[src/rtl/spi_slave_xfer.sv]
// SPI slave: synchronised pins, CPOL/CPHA-selectable word transfer with a single-entry tx buffer,
// per-word rx strobe, tx underrun and frame-abort status pulses.
module spi_slave_xfer #(
  parameter int unsigned      WIDTH       = 8,
  parameter bit               CPOL        = 1'b0,
  parameter bit               CPHA        = 1'b0,
  parameter int unsigned      SYNC_STAGES = 2,
  parameter logic [WIDTH-1:0] FILL        = '0
) (
  input  logic             clk,
  input  logic             rst_n,
  input  logic             SCLK,
  input  logic             MOSI,
  input  logic             CE0,
  output logic             MISO,
  input  logic [WIDTH-1:0] tx_data,
  input  logic             tx_valid,
  output logic             tx_ready,
  output logic [WIDTH-1:0] rx_data,
  output logic             rx_valid,
  output logic             busy,
  output logic             tx_underrun,
  output logic             frame_abort
);

  localparam int unsigned     CW        = $clog2(WIDTH);
  localparam logic [CW-1:0]   CntMax    = CW'(WIDTH - 1);
  localparam logic [1:0]      SettleMax = 2'(SYNC_STAGES);

  typedef enum logic [1:0] {StIdle, StActive, StWaitDesel} state_t;

  logic [SYNC_STAGES-1:0] r_sclk_sync, r_mosi_sync, r_ce_sync;
  logic                   r_sclk_prev, r_ce_prev;

  always_ff @(posedge clk) begin
    if (!rst_n) begin
      r_sclk_sync <= {SYNC_STAGES{CPOL}};
      r_mosi_sync <= '0;
      r_ce_sync   <= '1;
      r_sclk_prev <= CPOL;
      r_ce_prev   <= 1'b1;
    end else begin
      r_sclk_sync <= {r_sclk_sync[SYNC_STAGES-2:0], SCLK};
      r_mosi_sync <= {r_mosi_sync[SYNC_STAGES-2:0], MOSI};
      r_ce_sync   <= {r_ce_sync[SYNC_STAGES-2:0], CE0};
      r_sclk_prev <= r_sclk_sync[SYNC_STAGES-1];
      r_ce_prev   <= r_ce_sync[SYNC_STAGES-1];
    end
  end

  logic w_sclk, w_mosi, w_ce;
  logic w_rise, w_fall, w_lead, w_trail, w_sample, w_shift, w_ce_fall, w_last, w_word_done;
  logic [WIDTH-1:0] w_load_data;
  logic             w_load_under;

  state_t           r_state;
  logic [1:0]       r_settle;
  logic [WIDTH-1:0] r_tx_shift;
  logic [WIDTH-2:0] r_rx_shift;
  logic [WIDTH-1:0] r_rx_data;
  logic [WIDTH-1:0] r_buf;
  logic             r_buf_full;
  logic [CW-1:0]    r_bit_cnt;
  logic             r_load_pend;
  logic             r_rx_valid, r_underrun, r_abort;

  assign w_sclk      = r_sclk_sync[SYNC_STAGES-1];
  assign w_mosi      = r_mosi_sync[SYNC_STAGES-1];
  assign w_ce        = r_ce_sync[SYNC_STAGES-1];
  assign w_rise      = w_sclk & ~r_sclk_prev;
  assign w_fall      = ~w_sclk & r_sclk_prev;
  assign w_lead      = CPOL ? w_fall : w_rise;
  assign w_trail     = CPOL ? w_rise : w_fall;
  assign w_sample    = CPHA ? w_trail : w_lead;
  assign w_shift     = CPHA ? w_lead : w_trail;
  assign w_ce_fall   = r_ce_prev & ~w_ce;
  assign w_last      = (r_bit_cnt == CntMax);
  assign w_word_done = w_sample & w_last;

  // Load priority: buffered word, then a word offered in this very cycle, then FILL.
  assign w_load_data  = r_buf_full ? r_buf : (tx_valid ? tx_data : FILL);
  assign w_load_under = ~r_buf_full & ~tx_valid;

  always_ff @(posedge clk) begin
    if (!rst_n) begin
      r_state     <= StWaitDesel;
      r_settle    <= '0;
      r_tx_shift  <= '0;
      r_rx_shift  <= '0;
      r_rx_data   <= '0;
      r_buf       <= '0;
      r_buf_full  <= 1'b0;
      r_bit_cnt   <= '0;
      r_load_pend <= 1'b0;
      r_rx_valid  <= 1'b0;
      r_underrun  <= 1'b0;
      r_abort     <= 1'b0;
    end else begin
      r_rx_valid <= 1'b0;
      r_underrun <= 1'b0;
      r_abort    <= 1'b0;
      if (r_settle != SettleMax) r_settle <= r_settle + 2'd1;
      if (tx_valid && !r_buf_full) begin
        r_buf      <= tx_data;
        r_buf_full <= 1'b1;
      end
      unique case (r_state)
        StWaitDesel: begin
          // Decide only once the synchroniser reflects the pin, so a live frame is skipped.
          if (r_settle == SettleMax && w_ce) r_state <= StIdle;
        end
        StIdle: begin
          if (w_ce_fall) begin
            r_state     <= StActive;
            r_bit_cnt   <= '0;
            r_load_pend <= 1'b0;
            r_tx_shift  <= w_load_data;
            r_underrun  <= w_load_under;
            r_buf_full  <= 1'b0;
          end
        end
        StActive: begin
          if (w_sample) begin
            r_rx_shift <= {r_rx_shift[WIDTH-3:0], w_mosi};
            if (w_last) begin
              r_bit_cnt   <= '0;
              r_rx_data   <= {r_rx_shift, w_mosi};
              r_rx_valid  <= 1'b1;
              r_load_pend <= 1'b1;
            end else begin
              r_bit_cnt <= r_bit_cnt + CW'(1);
            end
          end
          if (w_ce) begin
            r_state     <= StIdle;
            r_tx_shift  <= '0;
            r_load_pend <= 1'b0;
            r_bit_cnt   <= '0;
            r_abort     <= (r_bit_cnt != '0 || w_sample) && !w_word_done;
          end else if (w_shift) begin
            if (r_load_pend) begin
              r_load_pend <= 1'b0;
              r_tx_shift  <= w_load_data;
              r_underrun  <= w_load_under;
              r_buf_full  <= 1'b0;
            end else if (r_bit_cnt != '0) begin
              r_tx_shift <= {r_tx_shift[WIDTH-2:0], 1'b0};
            end
          end
        end
        default: r_state <= StWaitDesel;
      endcase
    end
  end

  assign MISO        = r_tx_shift[WIDTH-1];
  assign tx_ready    = ~r_buf_full;
  assign rx_data     = r_rx_data;
  assign rx_valid    = r_rx_valid;
  assign busy        = (r_state == StActive);
  assign tx_underrun = r_underrun;
  assign frame_abort = r_abort;

endmodule

[config.mk]
export PLATFORM = sky130hd
export DESIGN_NAME = spi_slave_xfer
export DESIGN_NICKNAME = d
export VERILOG_FILES = /design/src/rtl/spi_slave_xfer.sv
export SDC_FILE = /design/constraint.sdc
export NUM_CORES = 1
export LEC_CHECK = 0
export CORE_ASPECT_RATIO = 0.9
export CORE_UTILIZATION = 52
export DETAILED_ROUTE_END_ITERATION = 6
export PLACE_DENSITY = 0.76
export SLEW_MARGIN = 20
export SYNTH_ARGS = -nofsm -noshare
export SYNTH_HDL_FRONTEND = slang
export SYNTH_SLANG_ARGS = --single-unit
[constraint.sdc]
create_clock -name clk -period 3.5 [get_ports clk]
set_clock_uncertainty 0.2 [all_clocks]
set_input_delay 0.35 -clock clk [delete_from_list [all_inputs] [get_ports clk]]
set_output_delay 0.35 -clock clk [all_outputs]
set_load 0.005 [all_outputs]
==> reports/results.ini <==
[die]
ios=28
die_w_um=70.91
row_count=22
core_area_mm2=0.004074
initial_core_utilization_pct=54.55
die_area_mm2=0.004539
dieHeight_um=64.02

[timing]
worst_slew_pin_slew_ns=0.9047
fin_tns_setup_ns=0
slew_headroom_pct=39.50
setup_repair_after_global_routing_missed_its_margin=false
slew_viol_final=0
fin_crit_sh_pct=66.91
timing_hold_violations_final=0
setup_viol=0
final_period_minus_worst_setup_slack_ns=2.342
maxClockFrequency_mhz=427.0

[run_status]
status=finished, violations left
violations=design-rule violations

[clock_tree]
postCtsResizedCells=0
post_cts.repair.setup_buffers=0
number_of_buffers_inserted_during_clock_tree_synthesis=5
cts.reportedPaths.clkPinSlew_ns=0.08
root_buffer=clkbuf_8
cts_buffer_depth=2
cts-htree-levels=2
tritoncts=done
cts_hold_buf=0
clk-insertion-delay-late_ns=0.30
clock_sink_count=51

[layout]
fillCellCount=358
final_net_count=276
drive_gt1_share_pct=9.653
layout.cell_area.non_filler_mm2=0.002585
antenna_cells=0
synth_to_final_area_change_pct=16.33

[routing]
wl_per_cell_um=12.46
avgViaCountPerCell=5.352
detailroute.via_count=1643
detail-route-antenna-nets=0
dr.pass1.iters=7
drc_errors=4
detail_route.wirelength_mm=3.824
initialDrtViolationCount=64

[setup_path]
beginning_of_the_worst_register_to_register_path=r_state[1]$_SDFFE_PN1P_
timing.reg2reg.worst_path_depth=4
timing.critical_path.fanout_max=13
crit-reg2reg-capture=r_tx_shift[0]$_SDFFE_PN0P_
worst_setup_path_start_kind=flop
timing_worst_setup_path_type=flop to primary output
ff2ff_setup_slack_ns=1.47
worst-endpoint-arrival_ns=1.79
setup.worst_path.end_class=primary output
worstPathRequired_ns=2.95

[synthesis]
mappedNetlistNets=252
synthesis.yosys.warnings=0
postSynth.asyncResetShare_pct=0
number_of_synthesized_flops_with_an_enable_pin=0
synthesis.area_per_instance_um2=9.496
netlist_area_mm2=0.002222
syn-instance-count=234
synth-compound-area-share_pct=22.35
synth.ff_latch_count=51
yosysUniqueCellTypes=45
synthAdderAreaFrac_pct=2.252
synth_xor_area_share_pct=0.3941
synth_sequential_area_ratio_pct=45.95
dominant_combinational_cell_family_by_area_after_synthesis=compound AO/OA/AOI/OAI gates
primary_flip_flop_cell_chosen_by_synthesis_mapping=dfxtp_1
yosys-mux-area-fraction_pct=3.153
yosys.area_share.simple_pct=21.34

[placement]
finalWeightedCongestion=0.7004
io_buffer_count=27
place.detailed.hpwl_mm=2.624
dpl_cell_area_mm2=0.002504

[global_route]
grt-ovfl-total=0
antenna_found_initial=0
grt.total_usage_pct=18.74
first_pass_grt_wire_length_mm=6.727
via_count_of_the_first_global_routing_pass=1601
pin_count_of_the_biggest_net_entering_global_routing=29

[job]
drv.max_cap_violation_count=0

[worst_hold_path]
hold_path.class=flop to flop
min_delay_worst_endpoint=r_ce_sync[1]$_SDFF_PN1_
hold_path.startpoint=r_ce_sync[0]$_SDFF_PN1_
hold_depth=1

[power]
power_density_mw_per_mm2=416.7
static-leakage-power_nw=0.8943
ir_worst_vdd_uv=307.8

layout make-up:
cell class	count	area, µm²	area share (%)
multi-input cells	162	1100	42.55
flip-flops and latches	51	1021	39.50
repair buffers	30	292.8	11.33
clock buffers	7	76.32	2.953
well taps	48	60.06	2.323
inverters	8	30.03	1.162
clock inverters	1	5.005	0.1936
sequential cells by signal, indices dropped and copies added, names as in the netlist, 2 cells and up:
signal and cells:
r_rx_shift 7, r_settle 2, rx_data 8, r_tx_shift 8, r_ce_sync 2, r_mosi_sync 2
r_sclk_sync 2, r_buf 8, r_state 2, r_bit_cnt 3
synthesized netlist by cell type, drive strengths merged (5+ instances only):
| master | count | share of area (%) |
|---|---|---|
| a21boi | 19 | 6.4 |
| a21oi | 8 | 2.5 |
| a22o | 8 | 3.2 |
| a22oi | 6 | 2.0 |
| and2 | 9 | 2.5 |
| buf | 5 | 1.9 |
| clkbuf | 8 | 1.4 |
| dfxtp | 51 | 46 |
| inv | 8 | 1.4 |
| mux2i | 7 | 3.2 |
| nand2 | 29 | 4.9 |
| nand2b | 10 | 3.2 |
| nor2 | 7 | 1.6 |
| nor2b | 9 | 2.5 |
| o21ai | 20 | 4.7 |
cells in the final DEF, fill, tap and decap left out, drive strengths merged, types with 6 or more instances in the layout:
cell type,n
a21boi,19
a21oi,8
a22o,8
a22oi,6
and2,9
clkbuf,7
clkdlybuf4s50,27
dfxtp,51
inv,8
mux2i,7
nand2,29
nand2b,10
nor2,7
nor2b,9
o21ai,20
routing by layer:
layer / up-vias / track usage (%) / wire (µm) / part of all wire, %
met5: - / 0 / 0 / 0
li1: 861 / - / - / -
met1: 754 / 22.96 / 1958 / 51
met2: 23 / 31.01 / 1687 / 44
met3: 5 / 6.151 / 132 / 3.5
met4: 0 / 6.250 / 46 / 1.2
through the flow:
step | instances | setup WS, ns | hold WS, ns | util [%] | total power [mW]
after global routing | 307 | 1.068 | 0.2358 | 63.45 | 1.133
after floorplan | 234 | 1.845 | 0.1863 | - | 0.7318
after CTS | 307 | 1.141 | 0.2216 | 63.45 | 1.093
final | 307 | 1.158 | 0.2149 | 63.45 | 1.077
after global placement | 299 | 1.323 | 0.1920 | 61.46 | 0.7650
after detailed placement | 299 | 1.266 | 0.2004 | 61.46 | 0.7699
worst max-delay path by stage:
stage	startpoint	endpoint	slack, ns	cells past startpoint
finish	r_state[1]$_SDFFE_PN1P_	busy	1.16	3
global route	r_state[1]$_SDFFE_PN1P_	busy	1.07	3
CTS	r_state[1]$_SDFFE_PN1P_	busy	1.14	3
detailed placement	rst_n	r_state[0]$_SDFFE_PN0P_	1.27	3
global placement	rst_n	r_state[0]$_SDFFE_PN0P_	1.32	3
floorplan	r_state[1]$_SDFFE_PN1P_	r_tx_shift[6]$_SDFFE_PN0P_	1.84	7
logic make-up (layout without fill, tap and decap cells):
kind of cell | after synthesis | after routing
compound gates | 68 | 68
xor+xnor | 1 | 1
fa+ha+maj | 4 | 4
buf+inv | 21 | 46
flops | 51 | 51
mux | 7 | 7
simple gates | 82 | 82
power by group:
group | switching, mW | internal [mW] | leakage, nW
combinational | 0.0511 | 0.0667 | 0.438
clock | 0.182 | 0.141 | 0.0422
sequential | 0.0301 | 0.607 | 0.415
total | 0.263 | 0.814 | 0.894
critical path, cell delays in order, from the launching register on:
cell	delay [ns]
dfxtp_1	0.66
nand2b_4	0.32
inv_2	0.08
clkdlybuf4s50_1	0.44
(Power assumes the default switching activity.)
==> variant (config.mk and constraints unchanged) <==
Change the parameter `CPOL` from 1'b0 to 1'b1.
--- a/src/rtl/spi_slave_xfer.sv
+++ b/src/rtl/spi_slave_xfer.sv
@@ -3,5 +3,5 @@
 module spi_slave_xfer #(
   parameter int unsigned      WIDTH       = 8,
-  parameter bit               CPOL        = 1'b0,
+  parameter bit               CPOL        = 1'b1,
   parameter bit               CPHA        = 1'b0,
   parameter int unsigned      SYNC_STAGES = 2,
Formal check against the unedited RTL: not equivalent (Yosys sat finds a counterexample within 10 cycles, from zero or initial values and one cycle with rst_n low).
==> variant against the original RTL <==
Area after synthesis is 0.56% lower. Design area is 0.87% higher. The run still ends with DRC left. Power is 7.9% higher. Die area is 0.55% lower. Setup slack worse by 17 ps. Register-to-register slack better by 60 ps. Critical path depth stayed put. Sequential cell count stayed put. Routed wire length is 1.1% higher. Via count is 0.49% higher.
==> variant: results (changes against the original RTL) <==
GRT
• grt met3 use: 0.04890, was 0.06151
• vias in the first global route: 1507, was 1601
• largest net degree at the start of global routing: 26, was 29
• met2 GRT Util: 0.2909, was 0.3101
• GR Util All Layers: 0.1928, was 0.1874

Place
• global placer's final weighted congestion: 0.7735, was 0.7004
• post-detailed-placement half-perimeter wirelength: 2631 microns, was 2624 microns
• Area after DPL: 2495 sq um, was 2504 sq um

Synth
• portion of netlist area occupied by mux cells: 0.03171, was 0.03153
• top cells by area, synth: sky130_fd_sc_hd__dfxtp_1 (46%), sky130_fd_sc_hd__a21boi_0 (6.1%), sky130_fd_sc_hd__nand2_1 (4.9%), sky130_fd_sc_hd__o21ai_0 (3.6%), sky130_fd_sc_hd__nand2b_1 (3.4%), was sky130_fd_sc_hd__dfxtp_1 (46%), sky130_fd_sc_hd__a21boi_0 (5.4%), sky130_fd_sc_hd__nand2_1 (4.9%), sky130_fd_sc_hd__o21ai_0 (3.4%), sky130_fd_sc_hd__a22o_1 (3.2%)
• adder and majority gate portion of the synthesized area: 0.02265, was 0.02252

Final layout
• Filler cells: 363, was 358

Clock network
• Bufs on Longest Clock Path: 2, unchanged

Timing
• worst hold slack after final layout: 212.1 ps, was 214.9 ps
• worst slew slack as a fraction of its limit: 0.5169, was 0.3950

Detailed routing
• final routed DRC violation total: 2, was 4
• number of vias after detailed routing: 1651, was 1643
• number of design-rule violations left by the first detailed-router iteration: 134, was 64
• first-pass iteration count of the detailed router: 6, was 7
• drt total wl: 3866 microns, was 3824 microns

Setup path
• Critical Path AT: 1810 ps, was 1790 ps

Hold path
• startpoint of the worst hold path: r_sclk_sync[0], was r_ce_sync[0]

Outcome
• result of the run: finished with violations, unchanged
• violations in the final reports: DRC, unchanged

Pwr
• standby leakage power: 0.9088 nW, was 0.8943 nW
• worst voltage drop across the vdd grid: 0.2940 mV, was 0.3078 mV

[variant: changes by cell type in the layout (fill, tap and decap cells not counted), sizes merged]
| cell | unedited run | this run |
|---|---|---|
| and2 | 9 | 6 |
| clkbuf | 7 | 5 |
| nand2b | 10 | 13 |
| bufinv | 0 | 1 |
| clkinv | 1 | 2 |
[variant: worst max-delay path: cells and delay by family (launching register included)]
family | cells | cell delay, ps
simple gates | 1 | 320
buf+inv | 2 | 520
flops | 1 | 660
[variant: layer usage]
metal  vias up  routed length (microns)
met4         0                       78
met2        28                     1630
met5         -                        0
met1       753                     1984
li1        862                        -
met3         8                      173
[variant: metrics by stage]
stage,setup WS [ps],total power [mW]
after floorplan,1830,0.7323
after global placement,1339,0.7654
after detailed placement,1286,0.7679
after CTS,1127,1.174
after global routing,1054,1.216
final,1141,1.162
[variant: report_power, final]
group          internal, mW  leakage (nW)  switching (mW)  total [mW]
registers             0.607         0.415          0.0313       0.638
logic                0.0661         0.436          0.0506       0.117
clock network         0.213        0.0581           0.194       0.407
